$ cat src/rtl/mul_pipe.sv
// Purpose : fixed-latency pipelined RV32M multiplier (MUL/MULH/MULHSU/MULHU) with a hazard port.
// Latency : STAGES cycles from accept to out_valid; one accept per unstalled cycle.
// Backpressure: stall freezes every stage (upstream holds its inputs); flush kills all in-flight ops.
//
// Ports:
//   clk, reset (async, active-high)
//   in_valid/in_op/in_a/in_b/in_rd  : operation from issue
//   stall, flush                    : pipeline control (flush beats stall and accept)
//   query_rs1/query_rs2             : issue-side source registers for the hazard check
//   out_valid/out_rd/out_result     : result from the last stage to writeback
//   busy                            : any stage holds a valid operation
//   hazard                          : a query register matches a non-zero in-flight rd
module mul_pipe #(
   parameter int XLEN           = 32,
   parameter int STAGES         = 5,
   parameter int REG_ADDR_WIDTH = 5
) (
   input  logic                      clk,
   input  logic                      reset,
   input  logic                      in_valid,
   input  logic [1:0]                in_op,
   input  logic [XLEN-1:0]           in_a,
   input  logic [XLEN-1:0]           in_b,
   input  logic [REG_ADDR_WIDTH-1:0] in_rd,
   input  logic                      stall,
   input  logic                      flush,
   input  logic [REG_ADDR_WIDTH-1:0] query_rs1,
   input  logic [REG_ADDR_WIDTH-1:0] query_rs2,
   output logic                      out_valid,
   output logic [REG_ADDR_WIDTH-1:0] out_rd,
   output logic [XLEN-1:0]           out_result,
   output logic                      busy,
   output logic                      hazard
);

   localparam int PW   = 2 * XLEN;      // kept product width
   localparam int EW   = 2 * XLEN + 2;  // extended operand width
   localparam int LAST = STAGES - 1;

   localparam logic [1:0] OP_MUL    = 2'b00;
   localparam logic [1:0] OP_MULHU  = 2'b11;

   // Per-stage state; index 0 is stage 1.
   logic                      valid_q [STAGES];
   logic [REG_ADDR_WIDTH-1:0] rd_q    [STAGES];
   logic [1:0]                op_q    [STAGES];
   logic [PW-1:0]             prod_q  [STAGES];

   logic                      accept;
   logic                      a_signed;
   logic                      b_signed;
   logic signed [EW-1:0]      a_ext;
   logic signed [EW-1:0]      b_ext;
   logic [PW-1:0]             prod_d;

   assign accept = in_valid & ~stall & ~flush;

   // Only MULHU treats rs1 as unsigned; MULHSU and MULHU treat rs2 as unsigned.
   // The extra two bits let one signed multiplier cover every sign combination,
   // and truncating to PW bits leaves the exact 64-bit product.
   always_comb begin
      a_signed = (in_op != OP_MULHU);
      b_signed = ~in_op[1];
      a_ext    = {{(EW-XLEN){in_a[XLEN-1] & a_signed}}, in_a};
      b_ext    = {{(EW-XLEN){in_b[XLEN-1] & b_signed}}, in_b};
      prod_d   = PW'(a_ext * b_ext);
   end

   always_ff @(posedge clk or posedge reset) begin
      if (reset) begin
         for (int k = 0; k < STAGES; k++) begin
            valid_q[k] <= 1'b0;
            rd_q[k]    <= '0;
            op_q[k]    <= '0;
            prod_q[k]  <= '0;
         end
      end else if (flush) begin
         // Data fields may stay stale; only the valid bits matter.
         for (int k = 0; k < STAGES; k++) begin
            valid_q[k] <= 1'b0;
         end
      end else if (!stall) begin
         valid_q[0] <= accept;
         if (accept) begin
            rd_q[0]   <= in_rd;
            op_q[0]   <= in_op;
            prod_q[0] <= prod_d;
         end
         for (int k = 1; k < STAGES; k++) begin
            valid_q[k] <= valid_q[k-1];
            rd_q[k]    <= rd_q[k-1];
            op_q[k]    <= op_q[k-1];
            prod_q[k]  <= prod_q[k-1];
         end
      end
   end

   // Hazard includes the last stage: its result has not been written back yet.
   always_comb begin
      busy   = 1'b0;
      hazard = 1'b0;
      for (int k = 0; k < STAGES; k++) begin
         busy = busy | valid_q[k];
         if (valid_q[k] && (rd_q[k] != '0) &&
             ((rd_q[k] == query_rs1) || (rd_q[k] == query_rs2))) begin
            hazard = 1'b1;
         end
      end
   end

   always_comb begin
      out_valid = valid_q[LAST];
      out_rd    = rd_q[LAST];
      if (!valid_q[LAST]) begin
         out_result = '0;
      end else if (op_q[LAST] == OP_MUL) begin
         out_result = prod_q[LAST][XLEN-1:0];
      end else begin
         out_result = prod_q[LAST][PW-1:XLEN];
      end
   end

endmodule

$ cat config.mk
export PLATFORM = sky130hd
export DESIGN_NAME = mul_pipe
export DESIGN_NICKNAME = d
export VERILOG_FILES = /design/src/rtl/mul_pipe.sv
export SDC_FILE = /design/constraint.sdc
export NUM_CORES = 2
export LEC_CHECK = 0
export ABC_AREA = 1
export CAP_MARGIN = 40
export CORE_MARGIN = 4
export CORE_UTILIZATION = 65
export CTS_BUF_LIST = sky130_fd_sc_hd__clkbuf_4
export DETAILED_ROUTE_END_ITERATION = 16
export DONT_BUFFER_PORTS = 1
export PLACE_DENSITY_LB_ADDON = 0.1
export RECOVER_POWER = 50
export REMOVE_ABC_BUFFERS = 1
export SYNTH_ARGS = -nofsm -noshare
export SYNTH_HDL_FRONTEND = slang
export SYNTH_SLANG_ARGS = --single-unit
$ cat constraint.sdc
create_clock -name clk -period 32.7 [get_ports clk]
set_clock_uncertainty 0.2 [all_clocks]
set_input_delay 9.81 -clock clk [delete_from_list [all_inputs] [get_ports clk]]
set_output_delay 9.81 -clock clk [all_outputs]
set_load 0.02 [all_outputs]
# Word level (Yosys, flattened, before mapping)
# Cells that the tools add are included.
[classes]
n_eq_ne = 12
mul = 1
mux = 9
n_bitwise = 11
n_reduce_logical = 23
[ops]
columns = ["cell", "n"]
rows = [
  ["$mul 33x33->64", 1],
  ["$mux 32", 2],
  ["$eq 5x5->1", 10],
  ["$reduce_bool 5->1", 5],
  ["$logic_and 1x1->1", 10],
  ["$mux 5", 2],
  ["$logic_or 1x1->1", 5],
  ["$mux 1", 5],
  ["$and 1x1->1", 4],
  ["$or 1x1->1", 4],
  ["$not 1->1", 3],
  ["$reduce_and 3->1", 1],
  ["$logic_not 2->1", 1],
  ["$ne 2x1->1 const B", 1],
  ["$ne 2x2->1 const B", 1],
  ["$reduce_and 2->1", 1],
]
[totals]
input_bits = 86
output_inout_bits = 40
reg_bits = 360
elab_cells = 76

# Longest topological paths before layout
[depth]
word_depth = 8
depth_mapped = 36
ltp_nobuf = 34

# Least setup slack after synthesis
# Ideal clock, no wire load.
[synth_timing]
path_kind = "in2out"
from = "input query_rs2[0]"
to = "output hazard"
arrival_time_ps = 10834
path_stages = 8
required_time_ps = 22690
slack_ps = 11856
path_buffers = 1
cell_sequence = "clkbuf_1 xnor2_1 nand3_1 o41ai_1 nand3_1 nand2_1 inv_1 nand2_1"
[synth_between]
elab_chain_cells = 8
word_cells_on_any_way = 20
classes_between = "eq/ne (5); mux (5); reduce/logical (10)"
[synth_rtl]
columns = ["element", "line_no", "source"]
rows = [
  ["start: declaration", "28", "input logic [REG_ADDR_WIDTH-1:0] query_rs2,"],
  ["$eq 5x5->1", "105", "((rd_q[k] == query_rs1) || (rd_q[k] == query_rs2))) begin"],
  ["$logic_or 1x1->1", "105", ""],
  ["$logic_and 1x1->1", "104", "if (valid_q[k] && (rd_q[k] != '0) &&"],
  ["$mux 1 (4 in series)", "104", ""],
  ["$mux 1 (*)", "104", ""],
  ["end: declaration", "33", "output logic hazard"],
]
# Mark *: on every way between the ends. The rest lies on a longest branch, timed or not.

# Final worst setup path
[layout_timing]
from = "input query_rs2[1]"
to = "output hazard"
# Same word-level chain as after synthesis.

==> flow_metrics.env <==
export IMPL_fin_crit_ns=20.91
export IMPL_violations="max-capacitance violations, max-slew violations"
export IMPL_fmax_ghz=0.0478
export IMPL_wl_per_cell_um=18.8
export IMPL_clock_sinks=360
export IMPL_crit_family="simple AND/OR/NAND/NOR gates"
export IMPL_clkTransAtPathRegs_ns=0.07
export IMPL_dr_first_iter_drc_count=2681
export IMPL_setup_ws_ns=11.79
export IMPL_placed_cell_area_um2=54500
export IMPL_fillers=7078
export IMPL_cpMostUsedCell="nor2_1"
export IMPL_slew_headroom=-3.30
export IMPL_hold_buffers=0
export IMPL_ys_ff_latch=360
export IMPL_pin_count=126
export IMPL_synth_area_top_cells="fa_1, dfrtp_1, nand2_1"
export IMPL_worstPathRequired_ns=22.69
export IMPL_grt_pass1_vias=43900
export IMPL_crit_path_cell_trace="inv_1 -> nor2_1 -> nor3_1 -> nand3_1 -> a21oi_1 -> nor2_1 -> nand2_1"
export IMPL_multiInputGateArea_um2=37300
export IMPL_worstMarginPinSlew_ns=6.45
export IMPL_arrival_ns=10.90
export IMPL_utilization=0.674
export IMPL_end_kind="primary output"
export IMPL_rows=105
export IMPL_worst_path_max_delay_cell="nor3_1"
export IMPL_rsz0062_at_grt="no"
export IMPL_grt_overflow=0
export IMPL_drc=0
export IMPL_num_vias=41000
export IMPL_dp_hpwl_mm=112
export IMPL_synth_edf_count=0
export IMPL_areaGrowthSynthToFinish_pct=2.41
export IMPL_cts_tree="yes"
export IMPL_drive_gt1_frac=0.0322
export IMPL_cts_setup_buffers=0
export IMPL_grt_pass1_wl_mm=232
export IMPL_cap_violations=6
export IMPL_numCtsBuffers=84
export IMPL_grt_max_degree=236
export IMPL_drt_pass1_iter_count=5
export IMPL_root_buffer="clkbuf_4"
export IMPL_antenna_left=0
export IMPL_synth_cell_area_um2=54300
export IMPL_tns_ns=0
export IMPL_grt_usage=0.332
export IMPL_yosysWarnings=0
export IMPL_setup_viol=0
export IMPL_path_max_fanout=6
export IMPL_cts_max_level=3
export IMPL_slew_violations=458
export IMPL_start_util=0.658
export IMPL_synth_largest_area_cell="fa_1"
export IMPL_startpoint_type="input port"
export IMPL_pre_cts_ws_ns=11.80
export IMPL_die_y_um=297
export IMPL_synthFlopType="dfrtp_1"
export IMPL_fin_crit_sh=0.639
export IMPL_routed_wl_mm=141
export IMPL_min_path_type="reg -> reg"
export IMPL_critical_path_class="in -> out"
export IMPL_netlist_instances=6634
export IMPL_globalplace_congestion=0.983
export IMPL_clock_latency_ns=0.73
export IMPL_fin_area_um2=55600
export IMPL_hold_viol_final=0
export IMPL_synth_distinct_cells=45
export IMPL_num_nets_final=7812
export IMPL_cts_repair_resized=0
export IMPL_cts_buffer_depth=3
export IMPL_async_reset_ff_frac=1.00
export IMPL_core_area_um2=82500
export IMPL_vias_per_cell=5.44
export IMPL_syn_avg_cell_area_um2=8.19
export IMPL_dieWidth_um=297
export IMPL_crit_path_max_incr_delay_ns=0.32
export IMPL_crit_buf_inv=1
export IMPL_port_buffers=0
export IMPL_yosysSeqAreaShare=0.166
export IMPL_status="complete, but fails checks"
export IMPL_grt_antenna_before_repair=2
export IMPL_seq_area_um2=9010
export IMPL_die_area_um2=88200
export IMPL_synth_top_area_frac=0.415
[metal layers]
metal  wire length (µm)  GRT usage  part of all wire  up-vias
met2              67600      0.548              0.48     1612
met5                 49    0.00433           0.00035        -
met4               4850      0.111             0.034        2
met3              11700     0.0617             0.083      336
met1              57000      0.449              0.40    20500
li1                   -          -                 -    18500
[worst reg2reg max path, stage by stage, from the launching register on]
cell     delay (ns)
dfrtp_1        0.67
inv_1          0.16
o21ai_0        0.18
[flip-flops by register name (all words and copies together) (netlist names)]
register	cells
op_q	10
valid_q	4
rd_q	20
out_rd	5
out_valid	1
prod_q	320
[worst paths after layout]
kind / startpoint / slack, ns / cells past startpoint / endpoint
worst min register to register: prod_q[78]$_DFFE_PP0P_ / 0.26 / 2 / prod_q[14]$_DFFE_PP0P_
worst max register to register: out_rd[1]$_DFFE_PP0P_ / 31.40 / 2 / out_rd[1]$_DFFE_PP0P_
worst min-delay path: prod_q[78]$_DFFE_PP0P_ / 0.26 / 2 / prod_q[14]$_DFFE_PP0P_
min in group asynchronous: reset / 8.83 / 1 / prod_q[18]$_DFFE_PP0P_
worst max-delay path: query_rs2[1] / 11.79 / 7 / hazard
max in group asynchronous: reset / 16.16 / 5 / prod_q[169]$_DFFE_PP0P_
[synthesized netlist by cell type, drive strengths merged (2+ instances only)]
master / n
o31ai: 2
fa: 1125
o41ai: 3
o21bai: 13
inv: 1773
a221oi: 3
nand3b: 3
nor2: 159
or2: 15
a21boi: 3
nand2: 1857
nor3: 12
a21oi: 142
dfrtp: 360
nand4: 20
nand3: 140
nor4: 8
a31oi: 2
xor2: 28
buf: 33
o22ai: 6
clkbuf: 315
ha: 212
nor3b: 3
xnor2: 23
a21o: 5
o21ai: 365
[cells in the final DEF (no fill, tap or decap), types with 13 or more instances in the layout]
master	netlist	layout
a21oi_1	138	138
clkbuf_4	0	129
clkinv_1	0	14
dfrtp_1	360	360
fa_1	1125	1125
ha_1	212	212
inv_1	1771	1770
nand2_1	1844	1844
nand3_1	132	132
nand4_1	20	20
nor2_1	143	142
nor2_2	14	14
o21ai_0	347	347
o21ai_1	17	17
o21bai_1	13	13
xnor2_1	23	23
xor2_1	28	28
[stage by stage]
step / hold slack (ns) / cells
finish: 0.257 / 7529
global route: 0.269 / 7529
CTS: 0.266 / 7527
detailed placement: 0.254 / 7373
global placement: 0.248 / 7368
floorplan: 0.237 / 6286
[logic make-up (layout without fill, tap and decap cells)]
| family | Yosys count | in the layout | synth area share |
|---|---|---|---|
| and+or+nand+nor | 2220 | 2220 | 0.162 |
| AOI/OAI and AO/OA | 545 | 545 | 0.0523 |
| buffers and inverters | 2121 | 1944 | 0.148 |
| other | 0 | 2 | 0 |
| xor gates and xnor gates | 51 | 51 | 0.00823 |
| DFF | 360 | 360 | 0.166 |
| adders and majority gates | 1337 | 1337 | 0.464 |
[layout make-up]
type	instances	area share
antenna	2	0.0000900
clock buffer	129	0.0174
clock inverter	25	0.00403
inverter	1773	0.120
multi-input combinational	4153	0.670
sequential	360	0.162
tap	1070	0.0241
timing repair buffer	17	0.00227
Power is left out: the tool's default activity adds up to more than one toggle a clock period on the data nets, which glitch-free logic cannot reach.
